## src/rtl/controlador_sumador_if.sv

```systemverilog
// Bus bundle between the requesters, the round-robin adder sequencer and the shared adder.
// "slave" is the sequencer's view; "master" is the view of everything around it.
interface controlador_sumador_if #(
  parameter int WIDTH = 4
);
  logic             req0;
  logic             req1;
  logic [1:0]       modo0;
  logic [1:0]       modo1;
  logic [WIDTH-1:0] a0;
  logic [WIDTH-1:0] a1;
  logic [WIDTH-1:0] b0;
  logic [WIDTH-1:0] b1;
  logic             rci0;
  logic             rci1;
  logic             gnt0;
  logic             gnt1;
  logic             done0;
  logic             done1;
  logic [WIDTH-1:0] result;
  logic             res_rco;
  logic             busy;
  logic             sum_enb;
  logic [1:0]       sum_modo;
  logic [WIDTH-1:0] sum_a;
  logic [WIDTH-1:0] sum_b;
  logic             sum_rci;
  logic [WIDTH-1:0] sum_q;
  logic             sum_rco;

  modport slave (
    input  req0, req1, modo0, modo1, a0, a1, b0, b1, rci0, rci1,
    input  sum_q, sum_rco,
    output gnt0, gnt1, done0, done1, result, res_rco, busy,
    output sum_enb, sum_modo, sum_a, sum_b, sum_rci
  );

  modport master (
    output req0, req1, modo0, modo1, a0, a1, b0, b1, rci0, rci1,
    output sum_q, sum_rco,
    input  gnt0, gnt1, done0, done1, result, res_rco, busy,
    input  sum_enb, sum_modo, sum_a, sum_b, sum_rci
  );
endinterface

```

## src/rtl/controlador_sumador.sv

```systemverilog
// Round-robin sequencer for a shared synchronous adder: picks one of two requesters,
// issues its operation for one cycle, captures Q/RCO and pulses DONE to the owner.
module controlador_sumador #(
  parameter int WIDTH     = 4,
  parameter int PRIO_INIT = 0
) (
  input logic                  clk,
  input logic                  rst_n,
  controlador_sumador_if.slave bus
);

  typedef enum logic [1:0] {
    IDLE,
    ISSUE,
    CAPTURE,
    RESP
  } state_t;

  // Pointer starts at the opposite requester so the first tie goes to PRIO_INIT.
  localparam logic LAST_INIT = (PRIO_INIT == 0) ? 1'b1 : 1'b0;

  state_t state;
  logic   owner;
  logic   last;
  logic   winner;

  always_comb begin
    winner = bus.req1;
    if (bus.req0 && bus.req1) winner = ~last;
  end

  // The sum_* registers double as the latched operands of the current operation.
  always_ff @(posedge clk or negedge rst_n) begin
    if (!rst_n) begin
      state        <= IDLE;
      owner        <= 1'b0;
      last         <= LAST_INIT;
      bus.gnt0     <= 1'b0;
      bus.gnt1     <= 1'b0;
      bus.done0    <= 1'b0;
      bus.done1    <= 1'b0;
      bus.busy     <= 1'b0;
      bus.result   <= '0;
      bus.res_rco  <= 1'b0;
      bus.sum_enb  <= 1'b0;
      bus.sum_modo <= '0;
      bus.sum_a    <= '0;
      bus.sum_b    <= '0;
      bus.sum_rci  <= 1'b0;
    end else begin
      case (state)
        IDLE: begin
          if (bus.req0 || bus.req1) begin
            owner        <= winner;
            bus.sum_modo <= winner ? bus.modo1 : bus.modo0;
            bus.sum_a    <= winner ? bus.a1    : bus.a0;
            bus.sum_b    <= winner ? bus.b1    : bus.b0;
            bus.sum_rci  <= winner ? bus.rci1  : bus.rci0;
            bus.gnt0     <= ~winner;
            bus.gnt1     <= winner;
            bus.sum_enb  <= 1'b1;
            bus.busy     <= 1'b1;
            state        <= ISSUE;
          end
        end
        ISSUE: begin
          bus.gnt0    <= 1'b0;
          bus.gnt1    <= 1'b0;
          bus.sum_enb <= 1'b0;
          state       <= CAPTURE;
        end
        CAPTURE: begin
          bus.result  <= bus.sum_q;
          bus.res_rco <= bus.sum_rco;
          bus.done0   <= ~owner;
          bus.done1   <= owner;
          state       <= RESP;
        end
        RESP: begin
          bus.done0 <= 1'b0;
          bus.done1 <= 1'b0;
          bus.busy  <= 1'b0;
          last      <= owner;
          state     <= IDLE;
        end
        default: state <= IDLE;
      endcase
    end
  end

endmodule

```

## src/flat_wrapper.sv

```systemverilog
// flat-port wrapper written by rule: the top's interface ports become plain ports
module controlador_sumador_flat 
#(
  parameter int WIDTH     = 4,
  parameter int PRIO_INIT = 0
)
  (clk, rst_n, bus_req0, bus_req1, bus_modo0, bus_modo1, bus_a0, bus_a1, bus_b0, bus_b1, bus_rci0, bus_rci1, bus_sum_q, bus_sum_rco, bus_gnt0, bus_gnt1, bus_done0, bus_done1, bus_result, bus_res_rco, bus_busy, bus_sum_enb, bus_sum_modo, bus_sum_a, bus_sum_b, bus_sum_rci);
  controlador_sumador_if #(.WIDTH(WIDTH)) bus_i ();
  input logic clk;
  input logic rst_n;
  input wire logic [$bits(bus_i.req0)-1:0] bus_req0;
  input wire logic [$bits(bus_i.req1)-1:0] bus_req1;
  input wire logic [$bits(bus_i.modo0)-1:0] bus_modo0;
  input wire logic [$bits(bus_i.modo1)-1:0] bus_modo1;
  input wire logic [$bits(bus_i.a0)-1:0] bus_a0;
  input wire logic [$bits(bus_i.a1)-1:0] bus_a1;
  input wire logic [$bits(bus_i.b0)-1:0] bus_b0;
  input wire logic [$bits(bus_i.b1)-1:0] bus_b1;
  input wire logic [$bits(bus_i.rci0)-1:0] bus_rci0;
  input wire logic [$bits(bus_i.rci1)-1:0] bus_rci1;
  input wire logic [$bits(bus_i.sum_q)-1:0] bus_sum_q;
  input wire logic [$bits(bus_i.sum_rco)-1:0] bus_sum_rco;
  output wire logic [$bits(bus_i.gnt0)-1:0] bus_gnt0;
  output wire logic [$bits(bus_i.gnt1)-1:0] bus_gnt1;
  output wire logic [$bits(bus_i.done0)-1:0] bus_done0;
  output wire logic [$bits(bus_i.done1)-1:0] bus_done1;
  output wire logic [$bits(bus_i.result)-1:0] bus_result;
  output wire logic [$bits(bus_i.res_rco)-1:0] bus_res_rco;
  output wire logic [$bits(bus_i.busy)-1:0] bus_busy;
  output wire logic [$bits(bus_i.sum_enb)-1:0] bus_sum_enb;
  output wire logic [$bits(bus_i.sum_modo)-1:0] bus_sum_modo;
  output wire logic [$bits(bus_i.sum_a)-1:0] bus_sum_a;
  output wire logic [$bits(bus_i.sum_b)-1:0] bus_sum_b;
  output wire logic [$bits(bus_i.sum_rci)-1:0] bus_sum_rci;
  assign bus_i.req0 = bus_req0;
  assign bus_i.req1 = bus_req1;
  assign bus_i.modo0 = bus_modo0;
  assign bus_i.modo1 = bus_modo1;
  assign bus_i.a0 = bus_a0;
  assign bus_i.a1 = bus_a1;
  assign bus_i.b0 = bus_b0;
  assign bus_i.b1 = bus_b1;
  assign bus_i.rci0 = bus_rci0;
  assign bus_i.rci1 = bus_rci1;
  assign bus_i.sum_q = bus_sum_q;
  assign bus_i.sum_rco = bus_sum_rco;
  assign bus_gnt0 = bus_i.gnt0;
  assign bus_gnt1 = bus_i.gnt1;
  assign bus_done0 = bus_i.done0;
  assign bus_done1 = bus_i.done1;
  assign bus_result = bus_i.result;
  assign bus_res_rco = bus_i.res_rco;
  assign bus_busy = bus_i.busy;
  assign bus_sum_enb = bus_i.sum_enb;
  assign bus_sum_modo = bus_i.sum_modo;
  assign bus_sum_a = bus_i.sum_a;
  assign bus_sum_b = bus_i.sum_b;
  assign bus_sum_rci = bus_i.sum_rci;
  controlador_sumador #(.WIDTH(WIDTH), .PRIO_INIT(PRIO_INIT)) u_core (.clk(clk), .rst_n(rst_n), .bus(bus_i));
endmodule
```

## config.mk

```make
export PLATFORM = sky130hd
export DESIGN_NAME = controlador_sumador_flat
export DESIGN_NICKNAME = d
export VERILOG_FILES = /design/src/rtl/controlador_sumador_if.sv /design/src/rtl/controlador_sumador.sv /design/src/flat_wrapper.sv
export SDC_FILE = /design/constraint.sdc
export NUM_CORES = 1
export LEC_CHECK = 0
export ABC_AREA = 1
export ABC_CLOCK_PERIOD_IN_PS = 3600
export CAP_MARGIN = 5
export CORE_MARGIN = 2
export CORE_UTILIZATION = 45
export CTS_CLUSTER_SIZE = 28
export DETAILED_ROUTE_END_ITERATION = 16
export PLACE_DENSITY_LB_ADDON = 0.12
export SKIP_CTS_REPAIR_TIMING = 1
export SYNTH_ARGS = -nofsm -noshare
export SYNTH_HDL_FRONTEND = slang
export SYNTH_SLANG_ARGS = --single-unit
export TNS_END_PERCENT = 50
```

## constraint.sdc

```tcl
create_clock -name clk -period 3.6 [get_ports clk]
set_input_delay 1.08 -clock clk [delete_from_list [all_inputs] [get_ports clk]]
set_output_delay 1.08 -clock clk [all_outputs]
set_load 0.02 [all_outputs]
```

==> summary.md <==
| Metric | Value |
|---|---|
| Number of H-tree levels | `1` |
| Setup slack at placement | `0.8319 ns` |
| Tcrit/Tclk final | `between 60 and 70%` |
| Upper clock frequency limit | `between 0.4 and 0.5 GHz` |
| Initial antenna violation count | `0` |
| Post-synthesis cell type count | `16` |
| CP Class | `input port to flip-flop` |
| Share of synthesized area occupied by flip-flops and latches | `about 48%` |
| Area of combinational cells with multiple inputs | `approximately 560 um^2` |
| Leakage component of the power | `between 0.001 and 0.0015 uW` |
| CP Max Fanout | `16` |
| Area occupied by registers | `651.9 um^2` |
| Setup slack of the critical path after layout | `approximately 1.1 ns` |
| Final TNS setup | `0 ns` |
| Met1 Use GR | `27.87%` |
| Worst slew margin | `about 56%` |
| Reg2reg start | `u_core.state[1]$_DFFE_PN0P_` |
| Detailed-route via count | `around 1.3k` |
| Number of standard cells after synthesis | `177` |
| Total cell area at the placement stage | `1888 um^2` |
| Setup repair after global routing missed its margin | `false` |
| Longest Clk Path Bufs | `2` |
| Pin count of the biggest net entering global routing | `27` |
| Number of cells in the design after placement | `255` |
| CTS tree | `done` |
| Crit end category | `flip-flop` |
| Type of the most critical hold path | `flip-flop to flip-flop` |
| Peak ir drop on the vdd network | `0.0004224 V` |
| DP Wirelength | `~2300 um` |
| Number of slew-limit violations in the final report | `0` |
| Status | `completed` |
| Vias per cell | `around 5` |
| Number of clock sinks seen by CTS | `26` |
| Most area-hungry cell type in the Yosys netlist | `sky130_fd_sc_hd__dfrtp_1` |
| Ports | `53` |
| Final WL | `3106 um` |
| Final antenna diode count | `0` |
| Power Dens Cells | `around 820 nW/um^2` |
| First-pass detailed-route iteration total | `4` |
| First DRT Iteration DRCs | `between 60 and 70` |
| Wire length of the first global-routing pass | `5492 um` |
| Final estimated routing congestion in global placement | `between 0.8 and 0.9` |
| Number of buffer cells added on primary ports | `between 50 and 60` |
| CTS root buffer | `sky130_fd_sc_hd__clkbuf_4` |
| Global-route layer with the greatest usage | `met2` |
| Number of standard cells in the layout, taps in and fillers out | `259` |
| Area fraction of the dominant cell type after synthesis | `a little under half` |
| Met3 Usage GRT | `under 10%` |
| DRC Markers | `0` |
| Clock Pin Slew Worst Setup and Hold Paths | `0.14 ns` |
| Final Net Count | `around 270` |
| Initial standard-cell utilization of the core | `48.30%` |
| Arr. time, crit path | `2.67 ns` |
| Fill cell count | `about 260` |
| Hold path startpoint | `u_core.bus.result[1]$_DFFE_PN0P_` |
| Max Cap Viol | `0` |
| Die ar. | `between 3000 and 4000 um^2` |
| Final critical delay including setup and external delays | `approximately 2.5 ns` |
| Die X | `59.10 um` |
| Via count of the first global-routing pass | `~1.3k` |
| Area growth from synthesis to layout | `42.03%` |
| Share of layout cells above drive strength 1 | `between 4 and 5%` |
| GRT Resource Usage Total | `between 20% and 30%` |
| Setup skew after layout | `0.007396 ns` |
| Routed wirelength normalized by instance count | `about 12 um` |
| Final number of setup-violating endpoints | `0` |
| Yosys warning total | `0` |
| Synthesized area | `1366 um^2` |
| CORE AREA | `~2800 um^2` |
| Skew-Pair Late Insertion Delay | `0.32 ns` |
| Height of the die | `roughly 59 um` |
| Final Hold Violating Endpoints | `0` |
| Mean instance size in the synthesized netlist | `7.719 um^2` |
| CP startpoint kind | `input port` |
| Mapped Nets | `between 200 and 250` |
| Final non-filler cell area | `1941 um^2` |
| Cell Rows | `19` |
| GRT met2 Usage | `between 30% and 40%` |
| Data required time at the worst endpoint | `approximately 3.8 ns` |
| Worst-margin pin slew | `0.6552 ns` |
| Residual overflow from global routing | `0` |
| Largest cells by area after synthesis | `sky130_fd_sc_hd__dfrtp_1 (46%), sky130_fd_sc_hd__nand2_1 (18%), sky130_fd_sc_hd__nand3_1 (9.5%), sky130_fd_sc_hd__inv_1 (8.2%), sky130_fd_sc_hd__ha_1 (6.4%)` |
| Antenna-violating nets left | `0` |
| Total CTS buffers | `3` |
| Flop and latch count out of synthesis | `26` |
| CP startpoint | `bus_req1` |
-- per-stage QoR --
step / hold WS [ns] / power [uW] / utilization, %
floorplan: 0.4588 / 1055 / -
global placement: 0.4528 / 1386 / 66.74
detailed placement: 0.4623 / 1417 / 66.74
CTS: 0.4961 / 1619 / 68.60
global route: 0.5219 / 1749 / 68.60
finish: 0.4911 / 1600 / 68.60
-- cells in the mapped netlist --
master	instances
sky130_fd_sc_hd__nand2_1	67
sky130_fd_sc_hd__ha_1	7
sky130_fd_sc_hd__nor2_2	2
sky130_fd_sc_hd__buf_4	1
sky130_fd_sc_hd__o21ai_0	5
sky130_fd_sc_hd__buf_2	3
sky130_fd_sc_hd__dfstp_2	1
sky130_fd_sc_hd__a21oi_1	3
sky130_fd_sc_hd__o21ai_1	1
sky130_fd_sc_hd__dfrtp_1	25
sky130_fd_sc_hd__o21ai_4	1
sky130_fd_sc_hd__buf_6	2
sky130_fd_sc_hd__nand2_2	1
sky130_fd_sc_hd__inv_1	30
sky130_fd_sc_hd__nor2_1	2
sky130_fd_sc_hd__nand3_1	26
-- worst max-delay path: stages --
cell and delay (ns):
sky130_fd_sc_hd__clkdlybuf4s50_1 0.75, sky130_fd_sc_hd__o21ai_4 0.53, sky130_fd_sc_hd__nand2_1 0.16, sky130_fd_sc_hd__nand2_1 0.10
sky130_fd_sc_hd__nand2_1 0.05
-- layout by cell type, fill, tap and decap left out, types with 3 or more instances in the layout --
cell / count
sky130_fd_sc_hd__o21ai_0: 5
sky130_fd_sc_hd__nand2_1: 67
sky130_fd_sc_hd__nand3_1: 26
sky130_fd_sc_hd__inv_1: 30
sky130_fd_sc_hd__a21oi_1: 3
sky130_fd_sc_hd__ha_1: 7
sky130_fd_sc_hd__clkbuf_4: 3
sky130_fd_sc_hd__dfrtp_1: 25
sky130_fd_sc_hd__clkdlybuf4s50_1: 52
-- routing by layer --
layer,vias up,wire length [um]
li1,637,-
met4,0,23
met5,-,0
met2,45,1495
met3,2,209
met1,589,1378
-- worst paths after layout --
path	end	slack [ns]	cells past startpoint
max	u_core.bus.gnt1$_DFFE_PN0P_	1.15	5
min	u_core.bus.result[1]$_DFFE_PN0P_	0.49	2
max reg2reg	u_core.bus.sum_b[3]$_DFFE_PN0P_	1.89	6
min reg2reg	u_core.bus.result[1]$_DFFE_PN0P_	0.49	2
max in group asynchronous	u_core.last$_DFFE_PN1N_	2.20	2
min in group asynchronous	u_core.bus.result[1]$_DFFE_PN0P_	1.10	2
-- kinds of logic (layout without fill, tap and decap cells) --
| logic type | count (synthesis) | count (layout) | synth area share, % |
|---|---|---|---|
| simple gates | 98 | 98 | 29.85 |
| flops | 26 | 26 | 47.71 |
| compound gates | 10 | 10 | 4.487 |
| fa+ha+maj | 7 | 7 | 6.410 |
| buf+inv | 36 | 87 | 11.54 |
-- power breakdown --
part	leakage, uW	internal, uW	total, uW	switching (uW)
registers	0.000314	444	531	87.2
logic	0.000683	380	870	490
clock network	0.0000279	113	198	85.9
-- cell type report --
cell class | count | area share [%]
sequential | 26 | 33.59
multi-input combinational | 115 | 28.69
timing repair buffer | 53 | 27.21
inverter | 30 | 5.803
tap | 31 | 1.999
clock inverter | 1 | 1.547
clock buffer | 3 | 1.161
-- sequential cells by signal, indices dropped and copies added (netlist names), 2 cells and up --
signal	cells
u_core.bus.sum_modo	2
u_core.bus.sum_a	4
u_core.state	2
u_core.bus.sum_b	4
u_core.bus.result	4
Power figures use the tool's default switching activity.
